--- src/rtl/uart_tx_serializer.sv ---
// UART transmit serializer: valid/ready word intake, frames it as start, LSB-first data,
// optional parity and 1-2 stop bits, and drives registered, glitch-free tx_out.
module uart_tx_serializer #(
  parameter int DATA_BITS    = 8,
  parameter int CLKS_PER_BIT = 16,
  parameter int PARITY       = 0,
  parameter int STOP_BITS    = 1
) (
  input  logic                 clk,
  input  logic                 reset,
  input  logic [DATA_BITS-1:0] tx_data,
  input  logic                 tx_valid,
  output logic                 tx_ready,
  output logic                 tx_out,
  output logic                 busy,
  output logic                 tx_done
);

  localparam int                CNT_W     = $clog2(CLKS_PER_BIT);
  localparam logic [CNT_W-1:0]  CNT_MAX   = CNT_W'(CLKS_PER_BIT - 1);
  localparam int                IDX_W     = $clog2(DATA_BITS);
  localparam logic [IDX_W-1:0]  IDX_MAX   = IDX_W'(DATA_BITS - 1);
  localparam bit                HAS_PAR   = (PARITY == 1) || (PARITY == 2);
  localparam logic              STOP_LAST = (STOP_BITS == 2);

  typedef enum logic [2:0] {
    S_IDLE,
    S_START,
    S_DATA,
    S_PARITY,
    S_STOP
  } state_t;

  state_t                 state_q, state_d;
  logic [CNT_W-1:0]       cnt_q, cnt_d;
  logic [IDX_W-1:0]       idx_q, idx_d;
  logic                   stop_q, stop_d;
  logic [DATA_BITS-1:0]   shreg_q, shreg_d;
  logic                   par_q, par_d;
  logic                   tx_out_q, tx_out_d;
  logic                   busy_q, busy_d;
  logic                   ready_q, ready_d;
  logic                   done_q, done_d;
  logic                   bit_end;

  // Odd parity is the inverted XOR so an all-zero word still carries a 1.
  function automatic logic parity_of(input logic [DATA_BITS-1:0] w);
    parity_of = (PARITY == 1) ? ~^w : ^w;
  endfunction

  assign bit_end = (cnt_q == CNT_MAX);

  always_comb begin
    state_d = state_q;
    cnt_d   = cnt_q;
    idx_d   = idx_q;
    stop_d  = stop_q;
    shreg_d = shreg_q;
    par_d   = par_q;

    if (state_q != S_IDLE) begin
      cnt_d = bit_end ? '0 : cnt_q + 1'b1;
    end

    case (state_q)
      S_IDLE: begin
        if (tx_valid && ready_q) begin
          shreg_d = tx_data;
          par_d   = parity_of(tx_data);
          cnt_d   = '0;
          idx_d   = '0;
          stop_d  = 1'b0;
          state_d = S_START;
        end
      end
      S_START: begin
        if (bit_end) state_d = S_DATA;
      end
      S_DATA: begin
        if (bit_end) begin
          shreg_d = shreg_q >> 1;
          if (idx_q == IDX_MAX) begin
            idx_d   = '0;
            stop_d  = 1'b0;
            state_d = HAS_PAR ? S_PARITY : S_STOP;
          end else begin
            idx_d = idx_q + 1'b1;
          end
        end
      end
      S_PARITY: begin
        if (bit_end) begin
          stop_d  = 1'b0;
          state_d = S_STOP;
        end
      end
      S_STOP: begin
        if (bit_end) begin
          if (stop_q == STOP_LAST) state_d = S_IDLE;
          else                     stop_d  = 1'b1;
        end
      end
      default: state_d = S_IDLE;
    endcase

    // Outputs are derived from next-state values so the registered pins line up with the state.
    case (state_d)
      S_START:  tx_out_d = 1'b0;
      S_DATA:   tx_out_d = shreg_d[0];
      S_PARITY: tx_out_d = par_d;
      default:  tx_out_d = 1'b1;
    endcase
    busy_d  = (state_d != S_IDLE);
    ready_d = (state_d == S_IDLE);
    done_d  = (state_d == S_STOP) && (stop_d == STOP_LAST) && (cnt_d == CNT_MAX);
  end

  always_ff @(posedge clk or negedge reset) begin
    if (!reset) begin
      state_q  <= S_IDLE;
      cnt_q    <= '0;
      idx_q    <= '0;
      stop_q   <= 1'b0;
      shreg_q  <= '0;
      par_q    <= 1'b0;
      tx_out_q <= 1'b1;
      busy_q   <= 1'b0;
      ready_q  <= 1'b0;
      done_q   <= 1'b0;
    end else begin
      state_q  <= state_d;
      cnt_q    <= cnt_d;
      idx_q    <= idx_d;
      stop_q   <= stop_d;
      shreg_q  <= shreg_d;
      par_q    <= par_d;
      tx_out_q <= tx_out_d;
      busy_q   <= busy_d;
      ready_q  <= ready_d;
      done_q   <= done_d;
    end
  end

  assign tx_out   = tx_out_q;
  assign busy     = busy_q;
  assign tx_ready = ready_q;
  assign tx_done  = done_q;

endmodule

--- config.mk ---
export PLATFORM = sky130hd
export DESIGN_NAME = uart_tx_serializer
export DESIGN_NICKNAME = d
export VERILOG_FILES = /design/src/rtl/uart_tx_serializer.sv
export SDC_FILE = /design/constraint.sdc
export NUM_CORES = 1
export LEC_CHECK = 0
export CORE_ASPECT_RATIO = 0.7
export CORE_MARGIN = 10
export CORE_UTILIZATION = 45
export CTS_CLUSTER_DIAMETER = 200
export CTS_CLUSTER_SIZE = 14
export DETAILED_ROUTE_END_ITERATION = 6
export GPL_TIMING_DRIVEN = 0
export PLACE_DENSITY = 0.73
export SETUP_SLACK_MARGIN = 0.5
export SLEW_MARGIN = 20
export SYNTH_ARGS = -nofsm -noshare
export SYNTH_HDL_FRONTEND = slang
export SYNTH_SLANG_ARGS = --single-unit
--- constraint.sdc ---
create_clock -name clk -period 1.5 [get_ports clk]
set_input_delay 0.45 -clock clk [delete_from_list [all_inputs] [get_ports clk]]
set_output_delay 0.45 -clock clk [all_outputs]
set_load 0.02 [all_outputs]
# After elaboration in Yosys (flattened, before gate mapping)
# Index checks and enable logic that the tools add are counted.
[classes]
n_addsub = 2
n_mux = 29
bitwise = 1
eq_ne = 13
reduce_logical = 10
[ops]
columns = ["op", "count"]
rows = [
  ["$mux 3", 10],
  ["$mux 4", 4],
  ["$mux 8", 2],
  ["$pmux 8 s2", 1],
  ["$pmux 3 s5", 1],
  ["$eq 3x2->1 const B", 4],
  ["$eq 3x3->1 const B", 3],
  ["$eq 4x4->1 const B", 2],
  ["$mux 1", 8],
  ["$reduce_xor 8->1", 1],
  ["$eq 3x1->1 const B", 2],
  ["$logic_not 3->1", 2],
  ["$pmux 3 s2", 1],
  ["$reduce_bool 3->1", 2],
  ["$add 4x1->4 const B", 1],
  ["$ne 2x2->1 const B", 2],
  ["$pmux 1 s4", 1],
  ["$add 3x1->3 const B", 1],
  ["$logic_and 1x1->1", 3],
  ["$pmux 1 s3", 1],
  ["$reduce_and 3->1", 1],
  ["$reduce_bool 2->1", 1],
  ["$not 1->1", 1],
]
[totals]
elab_cells = 66
in_bits = 11
reg_bits = 24
out_inout_bits = 4

# Longest topological paths before layout
[depth]
depth_word = 7
mapped_depth = 7
ltp_nobuf = 7

# Worst setup path before layout
# Ideal clock, no wire load.
[synth_timing]
kind = "register to register"
start = "register cnt_q[0]"
end = "register tx_out_q (netlist: tx_out)"
arrival_ns = 1.602
required_time_ns = 1.439
setup_slack_ns = -0.163
path_stages_with_launch = 7
path_buffers = 0
period_less_slack_ns = 1.663
setup_time_ns = 0.061
cell_sequence = "dfrtp_1 ha_1 nand3_2 or3b_1 a21o_1 o31ai_1 a31o_1"
[synth_via]
elab_chain_len = 5
word_cells_on_any_way = 12
classes_between = "eq/ne: 4; mux: 8"
[synth_rtl]
columns = ["item", "line", "text"]
rows = [
  ["start, declared", "35", "logic [CNT_W-1:0] cnt_q, cnt_d;"],
  ["start signal, assigned", "132", "cnt_q <= cnt_d;"],
  ["$eq 4x4->1 (*)", "51", "assign bit_end = (cnt_q == CNT_MAX);"],
  ["$mux 3, on equally long branches", "--", ""],
  ["$pmux 3 s5", "65", "case (state_q)"],
  ["$eq 3x2->1 or $eq 3x1->1 (tied branches)", "107", "case (state_d)"],
  ["$pmux 1 s3 (*)", "107", ""],
  ["via tx_out_d", "40", "logic tx_out_q, tx_out_d;"],
  ["end signal, assigned", "137", "tx_out_q <= tx_out_d;"],
  ["end, declared", "40", ""],
]
# The timed path passes the listed nets; every way through them passes the cells marked *. The select of a mux whose other input is x is not followed.
# A chain may end at the register's enable or synchronous reset.

# Worst setup path after layout
[layout_timing]
start = "input tx_data[7]"
end = "register tx_out_q (netlist: tx_out)"
[layout_via]
elab_chain_len = 4
[layout_rtl]
columns = ["item", "line", "text"]
rows = [
  ["start, declared", "11", "input logic [DATA_BITS-1:0] tx_data,"],
  ["$reduce_xor 8->1", "48", "parity_of = (PARITY == 1) ? ~^w : ^w;"],
  ["$mux 1", "67", "if (tx_valid && ready_q) begin"],
  ["$mux 1", "65", ""],
  ["via par_d", "39", "logic par_q, par_d;"],
  ["$pmux 1 s3", "107", ""],
  ["via tx_out_d", "40", ""],
]
# The timed path passes the listed nets, and every way through them passes these cells.

==> key figures <==
Layout
  • Storage element area: 604.3 um^2
  • Final Cell Area: around 1900 um^2
  • Area grow syn2layout: 61.90%
  • Final #Nets: 172
  • Area of the multi-input gates: ~800 um^2
  • Fraction of layout cells with a size suffix above 1: between 50% and 60%
  • Layout fillers: between 100 and 150
  • Post-Route Utilization: 77.74%
  • Final Non-Filler Cells: 191
  • Inserted Diodes: 0

Timing
  • Maximum clock frequency: just under 600 MHz
  • Max-slew headroom: approximately 59%
  • Count of pins over their slew limit: 0
  • Slew @ Worst Pin: ~610 ps
  • Endpoints failing hold: 0
  • Final Skew: 6.103 ps
  • Setup TNS: -1872 ps
  • Tcrit/Tclk final: 115.7%
  • Unrepaired setup endpoints after global routing: yes
  • Min cycle time layout: approximately 1700 ps
  • Final Setup Violations: 17
  • Final WS setup: -234.9 ps
  • Min Hold Slack: 269.4 ps

Global routing
  • Vias in the first global route: about 1100
  • Initial antenna violation count: 0
  • First-pass GRT wire length: roughly 5.6 mm
  • Largest net degree at the start of global routing: 25
  • GRT Overall Usage: a little over an eighth
  • Grt total ovfl: 0

Routing
  • WL per Instance: around 21 um
  • Via count: between 1000 and 1500
  • Final wirelength: slightly below 4 mm
  • DRT iter0 DRCs: 89
  • Initial DRT Pass Iterations: 4
  • Routed Antenna Nets: 0
  • Via/cell ratio: 5.801
  • # DRC: 0

Status
  • Failing checks: negative setup slack
  • Status: finished, violations left

CTS
  • Skew-Pair Late Insertion Delay: between 200 and 300 ps
  • # clock sinks: 24
  • H-tree depth: 1
  • Clk root buf: clkbuf_8
  • Max clock buf depth: 2
  • CTS tree: done
  • Hold-fix buffers, CTS: 0
  • CTS buffer count: 3
  • Clk slew on worst S/H paths: ~80 ps

Synthesis
  • Cells after Synth: between 100 and 150
  • Main synth FF type: dfrtp_1
  • Unique masters post-synth: 38
  • Warnings from Yosys: 0
  • Syn_area_per_cell: ~11 um^2
  • Ys async rst share: 100.0%
  • Syn_nets: 127
  • Synthesized cell area: approximately 1200 um^2
  • Post-synth EDFFs: 0
  • Seq cells post-synth: 24
  • Register area share after synthesis: between 50% and 60%

Min path
  • Worst min-delay path class: in2async

Placed design
  • Post-Place Cells: around 160
  • RD Place Congestion: ~0.76
  • Worst slack, placed: -578.2 ps
  • Port Buffers: 14
  • DPL Wire Length: ~2 mm
  • Placed cell area: 1438 um^2

Worst setup path
  • Setup crit end kind: flip-flop
  • Startpoint types: input port
  • Worst Path Arrival: between 1500 and 2000 ps
  • CP Max Fanout: 2
  • Crit path required time: 1710 ps
  • Crit Path Category: in2reg

Floorplanning
  • Initial Util: between 40% and 50%
  • Core area: around 2500 um^2
  • Die height: roughly 63 um
  • Die Width: roughly 80 um
  • Placement row count: 15
  • Die Area: 5161 um^2
  • # IOs: 15

Power and ir drop
  • PD cells: roughly 1700 nW/um^2
  • Final total power: around 3.3 mW
  • VDD IR max: ~0.0012 V
  • Static Leak: ~0.83 nW

Run
  • Maxcap violations: 0
flip-flops by register name, summed over array words and instances (netlist names):
signal and count:
shreg_q 8, cnt_q 4, idx_q 3, state_q 3, busy 1, par_q 1
stop_q 1, tx_done 1, tx_out 1, tx_ready 1
cells in the mapped netlist (2+ instances only):
library cell | instances | area (um^2)
a22oi_1 | 7 | 52.55
inv_1 | 3 | 11.26
o21ai_0 | 3 | 15.01
o31ai_1 | 2 | 15.01
nor2_1 | 6 | 22.52
a21oi_1 | 3 | 15.01
dfrtp_1 | 23 | 575.6
nand2_1 | 21 | 78.83
buf_2 | 4 | 20.02
a22o_1 | 3 | 26.28
ha_1 | 3 | 37.54
o32ai_1 | 2 | 17.52
nor3_2 | 2 | 20.02
xnor2_1 | 7 | 61.31
cell families (layout without fill, tap and decap cells):
group	Yosys count	after routing	synth area share (%)
DFF	24	24	50.21
and+or+nand+nor	41	41	19.10
buffers and inverters	8	52	3.549
adders and majority gates	3	3	3.132
muxes	1	1	0.8351
AOI/OAI and AO/OA	29	29	18.06
xor gates and xnor gates	7	7	5.115
cell type report:
cell class,count,share of cell area (%)
inverter,3,0.5803
tap,34,2.192
timing repair buffer,40,18.50
clock buffer,4,2.321
multi-input combinational,81,42.36
buffer,5,2.901
sequential,24,31.14
routing by layer:
layer | routed length [um] | track usage (%)
met4 | 61 | 3.178
met3 | 250 | 4.249
met5 | 0 | 0
met1 | 1726 | 18.02
met2 | 1917 | 20.67
worst max-delay path, stage by stage:
cell,delay [ps]
clkdlybuf4s50_1,470
xnor2_1,250
xnor2_1,130
xnor2_1,280
a21oi_2,120
a31o_1,240
where the power goes:
part	leakage, nW	switching (mW)	total, mW	internal (mW)
combinational	0.511	0.847	1.71	0.865
sequential	0.300	0.272	1.16	0.888
clock	0.0228	0.203	0.394	0.190
cell usage in the layout, fill, tap and decap left out, types with 2 or more instances in the layout:
master	n
nor2_4	3
dfrtp_2	2
nor3_4	2
buf_6	14
o21ai_2	2
a22o_1	3
nor2_2	3
nand2_2	10
a22oi_2	7
buf_4	21
clkbuf_8	3
clkdlybuf4s50_1	8
a21oi_2	3
inv_1	2
xnor2_1	7
ha_4	3
o31ai_2	2
dfrtp_1	21
nand2_1	10
worst paths after layout:
check | from | to | slack [ps] | cells after the start
worst max-delay path | tx_data[7] | tx_out$_DFF_PN1_ | -230 | 6
worst min-delay path | reset | idx_q[0]$_DFFE_PN0P_ | 270 | 1
worst max register to register | cnt_q[2]$_DFF_PN0_ | tx_done$_DFF_PN0_ | -200 | 4
worst min register to register | shreg_q[0]$_DFF_PN0_ | shreg_q[0]$_DFF_PN0_ | 510 | 2
max in group asynchronous | reset | state_q[1]$_DFF_PN0_ | 800 | 1
min in group clk | shreg_q[0]$_DFF_PN0_ | shreg_q[0]$_DFF_PN0_ | 510 | 2
repair_timing:
| item | 4_1_cts | 5_1_grt |
|---|---|---|
| setup endpoints to repair | 52 | 28 |
| gates cloned | 1 | 0 |
| pin swaps | 16 | 18 |
| setup buffers | 21 | 4 |
| gates resized for setup | 61 | 28 |
(Power assumes the default switching activity.)
